`src/rtl/counter_seq_ctrl_if.sv`:
```
`default_nettype none
// ============================================================================
// Module      : counter_seq_ctrl_if
// Description : Control and status bundle between the counter sequencer
//               (slave) and whatever drives it (master). The master drives
//               the request inputs and returns the external counter value.
//               The master receives the counter enable/clear and status.
//   i_start/i_stop/i_mode   : start request, abort, 0=one-shot 1=periodic
//   i_target/i_prescale     : ticks per period (0 = 2**CNT_W), prescale-1
//   i_count                 : current value of the external counter
//   o_cnt_en/o_cnt_clr_n    : counter enable, active-low counter clear
//   o_busy/o_done           : activity flag, end-of-period pulse
//   o_period_cnt/o_state    : completed periods, FSM state
// Revision    : 1.0 - initial release
// ============================================================================
interface counter_seq_ctrl_if #(
    parameter int CNT_W = 8,
    parameter int PSC_W = 4
);
    logic             i_start;
    logic             i_stop;
    logic             i_mode;
    logic [CNT_W-1:0] i_target;
    logic [PSC_W-1:0] i_prescale;
    logic [CNT_W-1:0] i_count;
    logic             o_cnt_en;
    logic             o_cnt_clr_n;
    logic             o_busy;
    logic             o_done;
    logic [CNT_W-1:0] o_period_cnt;
    logic [1:0]       o_state;

    modport master (
        output i_start, i_stop, i_mode, i_target, i_prescale, i_count,
        input  o_cnt_en, o_cnt_clr_n, o_busy, o_done, o_period_cnt, o_state
    );

    modport slave (
        input  i_start, i_stop, i_mode, i_target, i_prescale, i_count,
        output o_cnt_en, o_cnt_clr_n, o_busy, o_done, o_period_cnt, o_state
    );
endinterface
`default_nettype wire

```
`src/rtl/counter_seq_ctrl.sv`:
```
`default_nettype none
// ============================================================================
// Module      : counter_seq_ctrl
// Description : Sequencer for an external enable-gated up-counter. Clears
//               the counter, gates its enable through a programmable
//               prescaler and detects the terminal count. One-shot or
//               periodic operation; o_done pulses at the end of each period.
// Ports       : i_clk      - clock
//               i_reset_n  - synchronous, active-low reset
//               bus        - counter_seq_ctrl_if.slave control/status bundle
// Revision    : 1.0 - initial release
// ============================================================================
module counter_seq_ctrl #(
    parameter int CNT_W = 8,
    parameter int PSC_W = 4
) (
    input  wire logic          i_clk,
    input  wire logic          i_reset_n,
    counter_seq_ctrl_if.slave  bus
);

    typedef enum logic [1:0] {
        IDLE  = 2'd0,
        CLEAR = 2'd1,
        RUN   = 2'd2,
        DONE  = 2'd3
    } state_t;

    localparam logic [CNT_W-1:0] c_cnt_one = {{(CNT_W-1){1'b0}}, 1'b1};
    localparam logic [PSC_W-1:0] c_psc_one = {{(PSC_W-1){1'b0}}, 1'b1};

    state_t           r_state;
    state_t           w_state_nxt;
    logic             r_mode;
    logic [CNT_W-1:0] r_tgt;
    logic [PSC_W-1:0] r_psc_lat;
    logic [PSC_W-1:0] r_psc;
    logic [CNT_W-1:0] r_period_cnt;

    logic             w_tick;
    logic             w_final_tick;
    logic [CNT_W-1:0] w_tgt_m1;

    // A target of 0 wraps to all-ones here, so the final tick is reached
    // only after the counter has gone all the way round (2**CNT_W ticks).
    assign w_tgt_m1     = r_tgt - c_cnt_one;
    assign w_tick       = (r_state == RUN) && (r_psc == r_psc_lat);
    assign w_final_tick = w_tick && (bus.i_count == w_tgt_m1);

    // Next-state logic; stop outranks every other transition.
    always_comb begin
        w_state_nxt = r_state;
        case (r_state)
            IDLE: begin
                if (!bus.i_stop && bus.i_start) begin
                    w_state_nxt = CLEAR;
                end
            end
            CLEAR: begin
                w_state_nxt = bus.i_stop ? IDLE : RUN;
            end
            RUN: begin
                if (bus.i_stop) begin
                    w_state_nxt = IDLE;
                end else if (w_final_tick) begin
                    w_state_nxt = DONE;
                end
            end
            DONE: begin
                if (bus.i_stop || !r_mode) begin
                    w_state_nxt = IDLE;
                end else begin
                    w_state_nxt = CLEAR;
                end
            end
            default: w_state_nxt = IDLE;
        endcase
    end

    always_ff @(posedge i_clk) begin
        if (!i_reset_n) begin
            r_state      <= IDLE;
            r_mode       <= 1'b0;
            r_tgt        <= '0;
            r_psc_lat    <= '0;
            r_psc        <= '0;
            r_period_cnt <= '0;
        end else begin
            r_state <= w_state_nxt;
            case (r_state)
                IDLE: begin
                    if (!bus.i_stop && bus.i_start) begin
                        r_mode       <= bus.i_mode;
                        r_period_cnt <= '0;
                    end
                end
                CLEAR: begin
                    // Settings are captured here so that changes made while
                    // running only apply from the next period onward.
                    r_tgt     <= bus.i_target;
                    r_psc_lat <= bus.i_prescale;
                    r_psc     <= '0;
                end
                RUN: begin
                    r_psc <= w_tick ? '0 : (r_psc + c_psc_one);
                    // Counted on entry to DONE so the new total is visible
                    // alongside the o_done pulse.
                    if (!bus.i_stop && w_final_tick) begin
                        r_period_cnt <= r_period_cnt + c_cnt_one;
                    end
                end
                default: begin
                end
            endcase
        end
    end

    assign bus.o_cnt_clr_n  = (r_state != CLEAR);
    assign bus.o_cnt_en     = w_tick;
    assign bus.o_done       = (r_state == DONE);
    assign bus.o_busy       = (r_state != IDLE);
    assign bus.o_period_cnt = r_period_cnt;
    assign bus.o_state      = r_state;

endmodule
`default_nettype wire

```
`src/flat_wrapper.sv`:
```
// flat-port wrapper written by rule: the top's interface ports become plain ports
module counter_seq_ctrl_flat 
#(
    parameter int CNT_W = 8,
    parameter int PSC_W = 4
)
  (i_clk, i_reset_n, bus_i_start, bus_i_stop, bus_i_mode, bus_i_target, bus_i_prescale, bus_i_count, bus_o_cnt_en, bus_o_cnt_clr_n, bus_o_busy, bus_o_done, bus_o_period_cnt, bus_o_state);
  counter_seq_ctrl_if #(.CNT_W(CNT_W), .PSC_W(PSC_W)) bus_i ();
  input  wire logic i_clk;
  input  wire logic i_reset_n;
  input wire logic [$bits(bus_i.i_start)-1:0] bus_i_start;
  input wire logic [$bits(bus_i.i_stop)-1:0] bus_i_stop;
  input wire logic [$bits(bus_i.i_mode)-1:0] bus_i_mode;
  input wire logic [$bits(bus_i.i_target)-1:0] bus_i_target;
  input wire logic [$bits(bus_i.i_prescale)-1:0] bus_i_prescale;
  input wire logic [$bits(bus_i.i_count)-1:0] bus_i_count;
  output wire logic [$bits(bus_i.o_cnt_en)-1:0] bus_o_cnt_en;
  output wire logic [$bits(bus_i.o_cnt_clr_n)-1:0] bus_o_cnt_clr_n;
  output wire logic [$bits(bus_i.o_busy)-1:0] bus_o_busy;
  output wire logic [$bits(bus_i.o_done)-1:0] bus_o_done;
  output wire logic [$bits(bus_i.o_period_cnt)-1:0] bus_o_period_cnt;
  output wire logic [$bits(bus_i.o_state)-1:0] bus_o_state;
  assign bus_i.i_start = bus_i_start;
  assign bus_i.i_stop = bus_i_stop;
  assign bus_i.i_mode = bus_i_mode;
  assign bus_i.i_target = bus_i_target;
  assign bus_i.i_prescale = bus_i_prescale;
  assign bus_i.i_count = bus_i_count;
  assign bus_o_cnt_en = bus_i.o_cnt_en;
  assign bus_o_cnt_clr_n = bus_i.o_cnt_clr_n;
  assign bus_o_busy = bus_i.o_busy;
  assign bus_o_done = bus_i.o_done;
  assign bus_o_period_cnt = bus_i.o_period_cnt;
  assign bus_o_state = bus_i.o_state;
  counter_seq_ctrl #(.CNT_W(CNT_W), .PSC_W(PSC_W)) u_core (.i_clk(i_clk), .i_reset_n(i_reset_n), .bus(bus_i));
endmodule
```
`config.mk`:
```
export PLATFORM = sky130hd
export DESIGN_NAME = counter_seq_ctrl_flat
export DESIGN_NICKNAME = d
export VERILOG_FILES = /design/src/rtl/counter_seq_ctrl_if.sv /design/src/rtl/counter_seq_ctrl.sv /design/src/flat_wrapper.sv
export SDC_FILE = /design/constraint.sdc
export NUM_CORES = 1
export LEC_CHECK = 0
export ABC_CLOCK_PERIOD_IN_PS = 5400
export BUFFER_PORTS_ARGS = -buffer_cell sky130_fd_sc_hd__buf_4
export CORE_UTILIZATION = 47
export CTS_BUF_LIST = sky130_fd_sc_hd__clkbuf_4
export CTS_CLUSTER_DIAMETER = 200
export DETAILED_ROUTE_END_ITERATION = 8
export GPL_TIMING_DRIVEN = 0
export PLACE_DENSITY_LB_ADDON = 0.05
export SYNTH_ARGS = -nofsm -noshare
export SYNTH_HDL_FRONTEND = slang
export SYNTH_SLANG_ARGS = --single-unit
```
`constraint.sdc`:
```
create_clock -name i_clk -period 5.4 [get_ports i_clk]
set_input_delay 0.54 -clock i_clk [delete_from_list [all_inputs] [get_ports i_clk]]
set_output_delay 0.54 -clock i_clk [all_outputs]
set_load 0.05 [all_outputs]
```
Yosys cells after proc, flatten, opt, wreduce, memory -nomap -nowiden --
Cells that the tools add are included.
Storage, ports and cells: register bits 27, bits of input ports 25, output and inout port bits 14
Cells by class: add/sub/neg operators 3, equal/unequal tests 9, multiplexer cells 11, reduce and logical (&&, ||, !) cells 14
Operators by type and width (number):
- 8-bit two-way mux | 2
- 8-bit case mux with 2 select lines | 1
- 8-bit by 1-bit adder with 8-bit output (second input constant) | 1
- 8-bit == test | 1
- 2-bit two-way mux | 4
- 2-bit case mux with 4 select lines | 1
- 4-bit case mux with 2 select lines | 1
- 8-bit by 1-bit subtractor with 8-bit output (second input constant) | 1
- 2-bit nonzero test | 3
- 4-bit by 1-bit adder with 4-bit output (second input constant) | 1
- 2-bit == test (second input constant) | 2
- 4-bit == test | 1
- 1-bit logical AND | 4
- 4-bit two-way mux | 1
- 2-bit by 1-bit inequality test with 1-bit output (second input constant) | 2
- 2-bit AND reduction | 2
- 3-bit by 2-bit inequality test with 1-bit output (second input constant) | 1
- 3-bit AND reduction | 1
- 2-bit by 1-bit == test with 1-bit output (second input constant) | 1
- 1-bit zero test | 2
- 2-bit zero test | 1
- 2-bit inequality test (second input constant) | 1
- 1-bit logical OR | 1
- 1-bit two-way mux | 1

Depth between registers and ports, before layout --
Gate-level depths: netlist of run 1.
depth after elaboration 6, depth in mapped cells 11

Least setup slack after synthesis of run 1 --
No wires, ideal clock.
kind reg-to-reg, start point reg u_core.r_state[1], in the netlist u_core.bus.o_state[1], end point reg u_core.r_period_cnt[1], in the netlist u_core.bus.o_period_cnt[1], arrival time 3306 ps, path slack 2028 ps, stages on the path, launching flop included 8, buffers on the path 1, cells stage by stage dfxtp_1 > ha_1 > inv_1 > nor3_1 > o2111a_1 > buf_6 > mux2_4 > a21boi_2
On the way: longest elaborated chain between the ends 6
Ends and longest elaborated chain:
- start, declared | RTL line counter_seq_ctrl.sv:32 | state_t r_state;
- start signal, assigned | RTL line counter_seq_ctrl.sv:89 | r_state <= w_state_nxt;
- 2-bit == test | RTL line counter_seq_ctrl.sv:47 | assign w_tick = (r_state == RUN) && (r_psc == r_psc_lat);
- 1-bit logical AND | RTL line counter_seq_ctrl.sv:47
- net bus_o_cnt_en | RTL line flat_wrapper.sv:17 | output wire logic [$bits(bus_i.o_cnt_en)-1:0] bus_o_cnt_en;
- 1-bit logical AND | RTL line counter_seq_ctrl.sv:48 | assign w_final_tick = w_tick && (bus.i_count == w_tgt_m1);
- 1-bit logical AND | RTL line counter_seq_ctrl.sv:108 | if (!bus.i_stop && w_final_tick) begin
- 2-bit inequality test (no source line)
- 3-bit AND reduction (no source line)
- end signal, assigned | RTL line counter_seq_ctrl.sv:109 | r_period_cnt <= r_period_cnt + c_cnt_one;
- end, declared | RTL line counter_seq_ctrl.sv:38 | logic [CNT_W-1:0] r_period_cnt;
The timed path passes the listed nets, and every way through them passes these cells. A chain may end at the register's enable or synchronous reset.

Worst setup path in the final report of run 1 --
start point reg u_core.r_tgt[0], end point reg u_core.r_period_cnt[1], in the netlist u_core.bus.o_period_cnt[1]
On the way: longest elaborated chain between the ends 6
Ends and longest elaborated chain:
- start, declared | RTL line counter_seq_ctrl.sv:35 | logic [CNT_W-1:0] r_tgt;
- start signal, assigned | RTL line counter_seq_ctrl.sv:100 | r_tgt <= bus.i_target;
- 8-bit by 1-bit subtractor with 8-bit output | RTL line counter_seq_ctrl.sv:46 | assign w_tgt_m1 = r_tgt - c_cnt_one;
- 8-bit == test | RTL line counter_seq_ctrl.sv:48
- 1-bit logical AND | RTL line counter_seq_ctrl.sv:48
- 1-bit logical AND | RTL line counter_seq_ctrl.sv:108
- 2-bit inequality test (no source line)
- 3-bit AND reduction (no source line)
No other way between the ends.

==> metrics.yaml, run 1 <==
status:
  status: "complete, no violations"
setup_path:
  cp.required_ns: 5.66
  cp_max_fo: 10
  startpoint: "u_core.r_tgt[0]"
  r2r-start: "u_core.r_tgt[0]"
  worst_setup_path_end_kind: "flip-flop"
  criticalPathCategory: "flip-flop to flip-flop"
  cp-start-kind: "flip-flop"
  cp.arrival_ns: 2.89
synthesis:
  yosysTopAreaCell: "dfxtp_1"
  synth_most_common_cell: "dfxtp_1"
  synth_commonest_cells: "27 x dfxtp_1, 21 x mux2i_1, 16 x nand2_1, 14 x nor2b_1"
  yosys_register_bits: 27
  synth_top_cell_area_share_pct: 32.0
  synth_seq_area_share_pct: 32.0
  yosys-top-cells-area: "dfxtp_1 32%, mux2i_1 12%, ha_1 5.2%, nor2b_1 5.2%, xor2_1 4.1%"
  synth_fp_nets: 226
  syn_area_sq_um: 1690
  synth.distinct_cells: 44
  avgSynthCellArea_sq_um: 8.71
  synth-edff-count: 0
  ys.warnings.count: 0
  synthFlopType: "dfxtp_1"
  async_reset_ff_share_pct: 0
  synthCells: 194
cts:
  postCtsHoldBufs: 0
  numCtsBuffers: 3
  ctsHtreeMaxLevel: 1
  cts_buffer_depth: 2
  post_cts_resized: 0
  cts_tree: "yes"
  cts.sinks: 27
  insertion_delay_ns: 0.32
  clk_pin_slew_ns: 0.15
  clockRootBuffer: "clkbuf_4"
  cts_setup_buffers: 0
floorplanning:
  io-pin-count: 39
  initial_utilization_pct: 49.9
  coreArea_sq_um: 3390
  die_area_sq_um: 3840
  die_w_um: 62.0
  die_y_um: 62.0
  num_rows: 21
global_route:
  grt_max_degree: 16
  grt_overflow: 0
  grt_first_pass_wirelength_um: 5420
  antenna_found_initial: 0
  grt_pass1_vias: 1295
  grt_usage_pct: 18.6
timing:
  finalCriticalPeriod_ns: 2.63
  rsz0062_at_grt: "no"
  period_share_pct: 48.7
  setup_ws_ns: 2.77
  final_hold_viol_count: 0
  slew_headroom_pct: 54.6
  finClkSkew_ns: 0.0119
  setup_viol: 0
  worst_slew_pin_slew_ns: 0.681
  setup_tns_ns: 0
  max_freq_mhz: 380
  finalMaxSlewViolations: 0
placed_design:
  place_congestion: 0.738
  dpl_cell_area_sq_um: 2030
  preCtsSetupSlack_ns: 2.77
  dp_cells: 278
  place_hpwl_um: 2600
  io_buffers: 38
detailed_routing:
  routed_via_density: 5.10
  drtPass1Iterations: 4
  ant_nets: 0
  drtIter0Drc: 74
  drt_wl_total_um: 3310
  via_count: 1437
  post-route-drc-count: 0
  wire_per_inst_um: 11.7
layout:
  drive_gt1_share_pct: 22.5
  diodes: 0
  stdcell_count: 282
  syn2layout_area_growth_pct: 21.9
  finalInstanceArea_sq_um: 2060
  final_nets: 269
pwr:
  power.total_uw: 469
  irDropWorstVdd_v: 0.000119
  p_leak_uw: 0.000887
  p_per_area_nw_per_um2: 228
min_path:
  min_from: "bus_i_prescale[2]"
  hp-class: "input port to flip-flop"
flow_run:
  drv_cap: 0
[path summary, 6_finish.rpt]
kind | end | slack, ns | depth (start not counted)
setup / recovery | u_core.bus.o_period_cnt[1] | 2.77 | 11
hold / removal | u_core.r_psc_lat[2] | 0.47 | 3
setup reg to reg | u_core.bus.o_period_cnt[1] | 2.77 | 11
hold reg to reg | u_core.bus.o_period_cnt[7] | 0.51 | 2
[cell families (layout without fill, tap and decap cells)]
family	count (synthesis)	after routing	synth area share, %
buf+inv	18	60	4.51
simple gates	76	76	25.2
compound gates	29	29	12.0
fa+ha+maj	7	7	5.18
mux	22	22	13.3
xor+xnor	15	15	7.77
flops	27	27	32.0
[stage by stage]
stage,hold WS (ns),util [%]
floorplan,0.486,-
global route,0.454,60.8
finish,0.468,60.8
detailed placement,0.488,60.0
global placement,0.460,60.0
CTS,0.451,60.8
[where the power goes]
part	internal, uW	total, uW	switching, uW
Sequential	211	226	14.5
Combinational	73.8	158	84.6
Clock	27.7	85.2	57.5
[final cells by class]
| class | count | area, sq um |
|---|---|---|
| Clock inverter | 1 | 5.00 |
| Tap cell | 46 | 57.6 |
| Timing Repair Buffer | 38 | 285 |
| Sequential cell | 27 | 541 |
| Clock buffer | 3 | 22.5 |
| Multi-Input combinational cell | 149 | 1070 |
| Buffer | 9 | 42.5 |
| Fill cell | 316 | 1330 |
| Inverter | 9 | 33.8 |
[routing by layer]
metal	global-route usage [%]	share of wire [%]
met1	24.0	48
met4	5.71	0.76
met2	32.2	48
met3	2.48	3.4
met5	0	0
[sequential cells by signal (all words and copies together) (netlist names)]
register	flops
u_core.bus.o_period_cnt	8
u_core.r_psc	4
u_core.r_mode	1
u_core.r_psc_lat	4
u_core.bus.o_state	2
u_core.r_tgt	8
[worst max-delay path: stages, from the launching register on]
cell and delay, ns:
dfxtp_1 0.34, clkbuf_1 0.27, inv_1 0.08, ha_1 0.20
buf_2 0.17, o21bai_1 0.16, a2111oi_0 0.41, a311o_1 0.17
o2111a_1 0.22, buf_6 0.14, mux2_4 0.30, a21boi_2 0.12
[cell usage in the layout, fill, tap and decap left out, types with 3 or more instances in the layout]
master / n
nor3_1: 4
ha_1: 7
clkbuf_1: 6
xor2_1: 8
inv_1: 9
nand4_1: 6
nand2_1: 16
nand2b_1: 10
o21ai_0: 10
nand3_1: 4
dfxtp_1: 27
nor2_1: 10
clkbuf_4: 3
nor2b_1: 14
mux2i_1: 21
buf_4: 38
nor4_1: 3
xnor2_1: 7
No activity file was read; power rests on OpenSTA's default activity.
==> run 2, diff against run 1 <==
--- a/config.mk
+++ b/config.mk
@@ -5,7 +5,8 @@
 export SDC_FILE = /design/constraint.sdc
 export NUM_CORES = 1
 export LEC_CHECK = 0
-export ABC_CLOCK_PERIOD_IN_PS = 5400
+export ABC_AREA = 1
+export ABC_CLOCK_PERIOD_IN_PS = 2700
 export BUFFER_PORTS_ARGS = -buffer_cell sky130_fd_sc_hd__buf_4
 export CORE_UTILIZATION = 47
 export CTS_BUF_LIST = sky130_fd_sc_hd__clkbuf_4
==> constraint.sdc (replaced) <==
create_clock -name i_clk -period 2.7 [get_ports i_clk]
set_input_delay 0.27 -clock i_clk [delete_from_list [all_inputs] [get_ports i_clk]]
set_output_delay 0.27 -clock i_clk [all_outputs]
set_load 0.05 [all_outputs]
==> metrics.yaml, run 2 <==
layout:
  drive_gt1_share_pct: 20.5  # -1.9 points
  final_common_cell: "nand2_1"
  syn2layout_area_growth_pct: 22.5
  final_nets: 325  # +21%
  fillCellCount: 347  # +9.8%
  diodes: 0  # unchanged
  final_cell_mix: "63 x nand2_1, 38 x buf_4, 30 x inv_1"
global_route:
  grt_max_degree: 16  # unchanged
  grt_pass1_vias: 1543  # +19%
  grt_usage_pct: 22.5  # +3.9 points
  grt_first_pass_wirelength_um: 6320  # +17%
  grt_overflow: 0  # unchanged
  antenna_found_initial: 0  # unchanged
floorplanning:
  coreArea_sq_um: 3340  # -1.6%
  die_w_um: 61.1  # -1.4%
  num_rows: 21  # unchanged
  die_y_um: 61.1  # -1.4%
  io-pin-count: 39  # unchanged
  initial_utilization_pct: 49.2  # -0.64 points
  die_area_sq_um: 3740  # -2.7%
synthesis:
  yosysTopAreaCell: "dfxtp_1"
  yosys-top-cells-area: "dfxtp_1 33%, nand2_1 14%, a21oi_1 7.9%, inv_1 6.9%, nand3_1 5.5%"
  avgSynthCellArea_sq_um: 6.57  # -25%
  synth.distinct_cells: 27  # -39%
  synth_fp_nets: 282  # +25%
  synth_seq_area_share_pct: 32.9  # +0.93 points
  synth_top_cell_area_share_pct: 32.9  # +0.93 points
  synthCells: 250  # +29%
  async_reset_ff_share_pct: 0  # unchanged
  syn_area_sq_um: 1640  # -2.8%
  synth_most_common_cell: "nand2_1"
  ys.warnings.count: 0  # unchanged
  synth_commonest_cells: "63 x nand2_1, 30 x inv_1, 27 x dfxtp_1, 26 x a21oi_1, 20 x nor2_1"
  synthFlopType: "dfxtp_1"
  synth-edff-count: 0  # unchanged
  yosys_register_bits: 27  # unchanged
timing:
  worst_slew_pin_slew_ns: 0.538  # -0.143 ns
  rsz0062_at_grt: "no"
  finalCriticalPeriod_ns: 2.21
  setup_tns_ns: 0  # unchanged
  slew_headroom_pct: 64.2  # +9.5 points
  setup_ws_ns: 0.492  # -2.28 ns
  whs_ns: 0.141  # -0.327 ns
  final_hold_viol_count: 0  # unchanged
  period_share_pct: 81.8
  finClkSkew_ns: 0.0122  # +0.000298 ns
  max_freq_mhz: 453
  finalMaxSlewViolations: 0  # unchanged
  setup_viol: 0  # unchanged
cts:
  post_cts_resized: 0  # unchanged
  ctsHtreeMaxLevel: 1  # unchanged
  numCtsBuffers: 3  # unchanged
  clk_pin_slew_ns: 0.16  # about the same
  cts_tree: "yes"
  insertion_delay_ns: 0.34  # +0.02 ns
  cts_buffer_depth: 2  # unchanged
  cts.sinks: 27  # unchanged
  clockRootBuffer: "clkbuf_4"
  postCtsHoldBufs: 0  # unchanged
  cts_setup_buffers: 0  # unchanged
setup_path:
  critPathMostFrequentCell: "inv_1"
  cp.required_ns: 2.43  # -3.23 ns
  criticalPathCategory: "flip-flop to output port"
  cp_cell_sequence: "inv_1, ha_1, inv_1, clkbuf_1, buf_4"
  cp_max_fo: 10  # unchanged
  startpoint: "u_core.bus.o_state[1]"
  worst_setup_path_end_kind: "output port"
  r2r-start: "u_core.bus.o_state[0]"
  cpPeakStageDelay_ns: 0.44  # +0.03 ns
  cp-start-kind: "flip-flop"
  cp_slowest_cell: "clkbuf_1"
  cp.arrival_ns: 1.94  # -0.95 ns
placed_design:
  preCtsSetupSlack_ns: 0.749  # -2.02 ns
  place_congestion: 0.785  # +6.3%
  io_buffers: 38  # unchanged
  place_hpwl_um: 2860  # +9.9%
min_path:
  hp-class: "input port to flip-flop"
  min_from: "bus_i_target[7]"
detailed_routing:
  post-route-drc-count: 0  # unchanged
  ant_nets: 0  # unchanged
  drtPass1Iterations: 4  # unchanged
  wire_per_inst_um: 11.1  # -5.0%
  routed_via_density: 4.93  # -3.2%
  drtIter0Drc: 85  # +15%
  drt_wl_total_um: 3760  # +14%
  via_count: 1667  # +16%
pwr:
  power.total_uw: 1070  # +130%
  irDropWorstVdd_v: 0.000240  # +100%
  p_per_area_nw_per_um2: 531  # +130%
  p_leak_uw: 0.000949  # +7.0%
status:
  status: "complete, no violations"
flow_run:
  drv_cap: 0  # unchanged
run 2: stage by stage:
| stage | cell area [sq um] | util, % | std cells |
|---|---|---|---|
| detailed placement | 1990 | 59.5 | 334 |
| CTS | 2010 | 60.3 | 338 |
| global route | 2010 | 60.3 | 338 |
| floorplan | 1640 | - | 250 |
| finish | 2010 | 60.3 | 338 |
| global placement | 1990 | 59.5 | 334 |
run 2: per-layer routing:
| metal | wire length [um] | GRT usage (%) | up-vias |
|---|---|---|---|
| li1 | - | - | 882 |
| met1 | 1760 | 28.5 | 745 |
| met2 | 1830 | 38.7 | 35 |
| met3 | 140 | 3.15 | 5 |
| met4 | 34 | 8.77 | 0 |
| met5 | 0 | 0 | - |
run 2: area by class of cell:
| type | instances | area (sq um) | area share [%] |
|---|---|---|---|
| repair buffers | 38 | 285 | 14.2 |
| plain buffers | 6 | 22.5 | 1.12 |
| inverters | 35 | 131 | 6.53 |
| clock inverters | 1 | 5.00 | 0.249 |
| well taps | 46 | 57.6 | 2.86 |
| multi-input cells | 182 | 948 | 47.1 |
| flip-flops and latches | 27 | 541 | 26.8 |
| clock buffers | 3 | 22.5 | 1.12 |
run 2: power by group:
part           total, uW  switching, uW  internal, uW
combinational        413            264           150
clock                188            132          55.8
sequential           467           32.6           435
run 2: cells by family after synthesis:
family	share of synthesized area, %
compound gates	15.0
flops	32.9
simple gates	32.8
xor+xnor	4.57
buf+inv	9.37
fa+ha+maj	5.33
run 2: final timing paths:
kind              slack [ns]  cells past startpoint                    endpoint
setup / recovery        0.49                      5             bus_o_cnt_clr_n
setup reg to reg        0.72                     10  u_core.bus.o_period_cnt[7]
hold / removal          0.14                      3             u_core.r_tgt[7]
hold reg to reg         0.47                      2               u_core.r_mode
run 2: critical path, delay by kind of cell, from the launching register on:
kind	cells	cell delay, ns
adders and majority gates	1	0.22
DFF	1	0.43
buffers and inverters	4	0.96
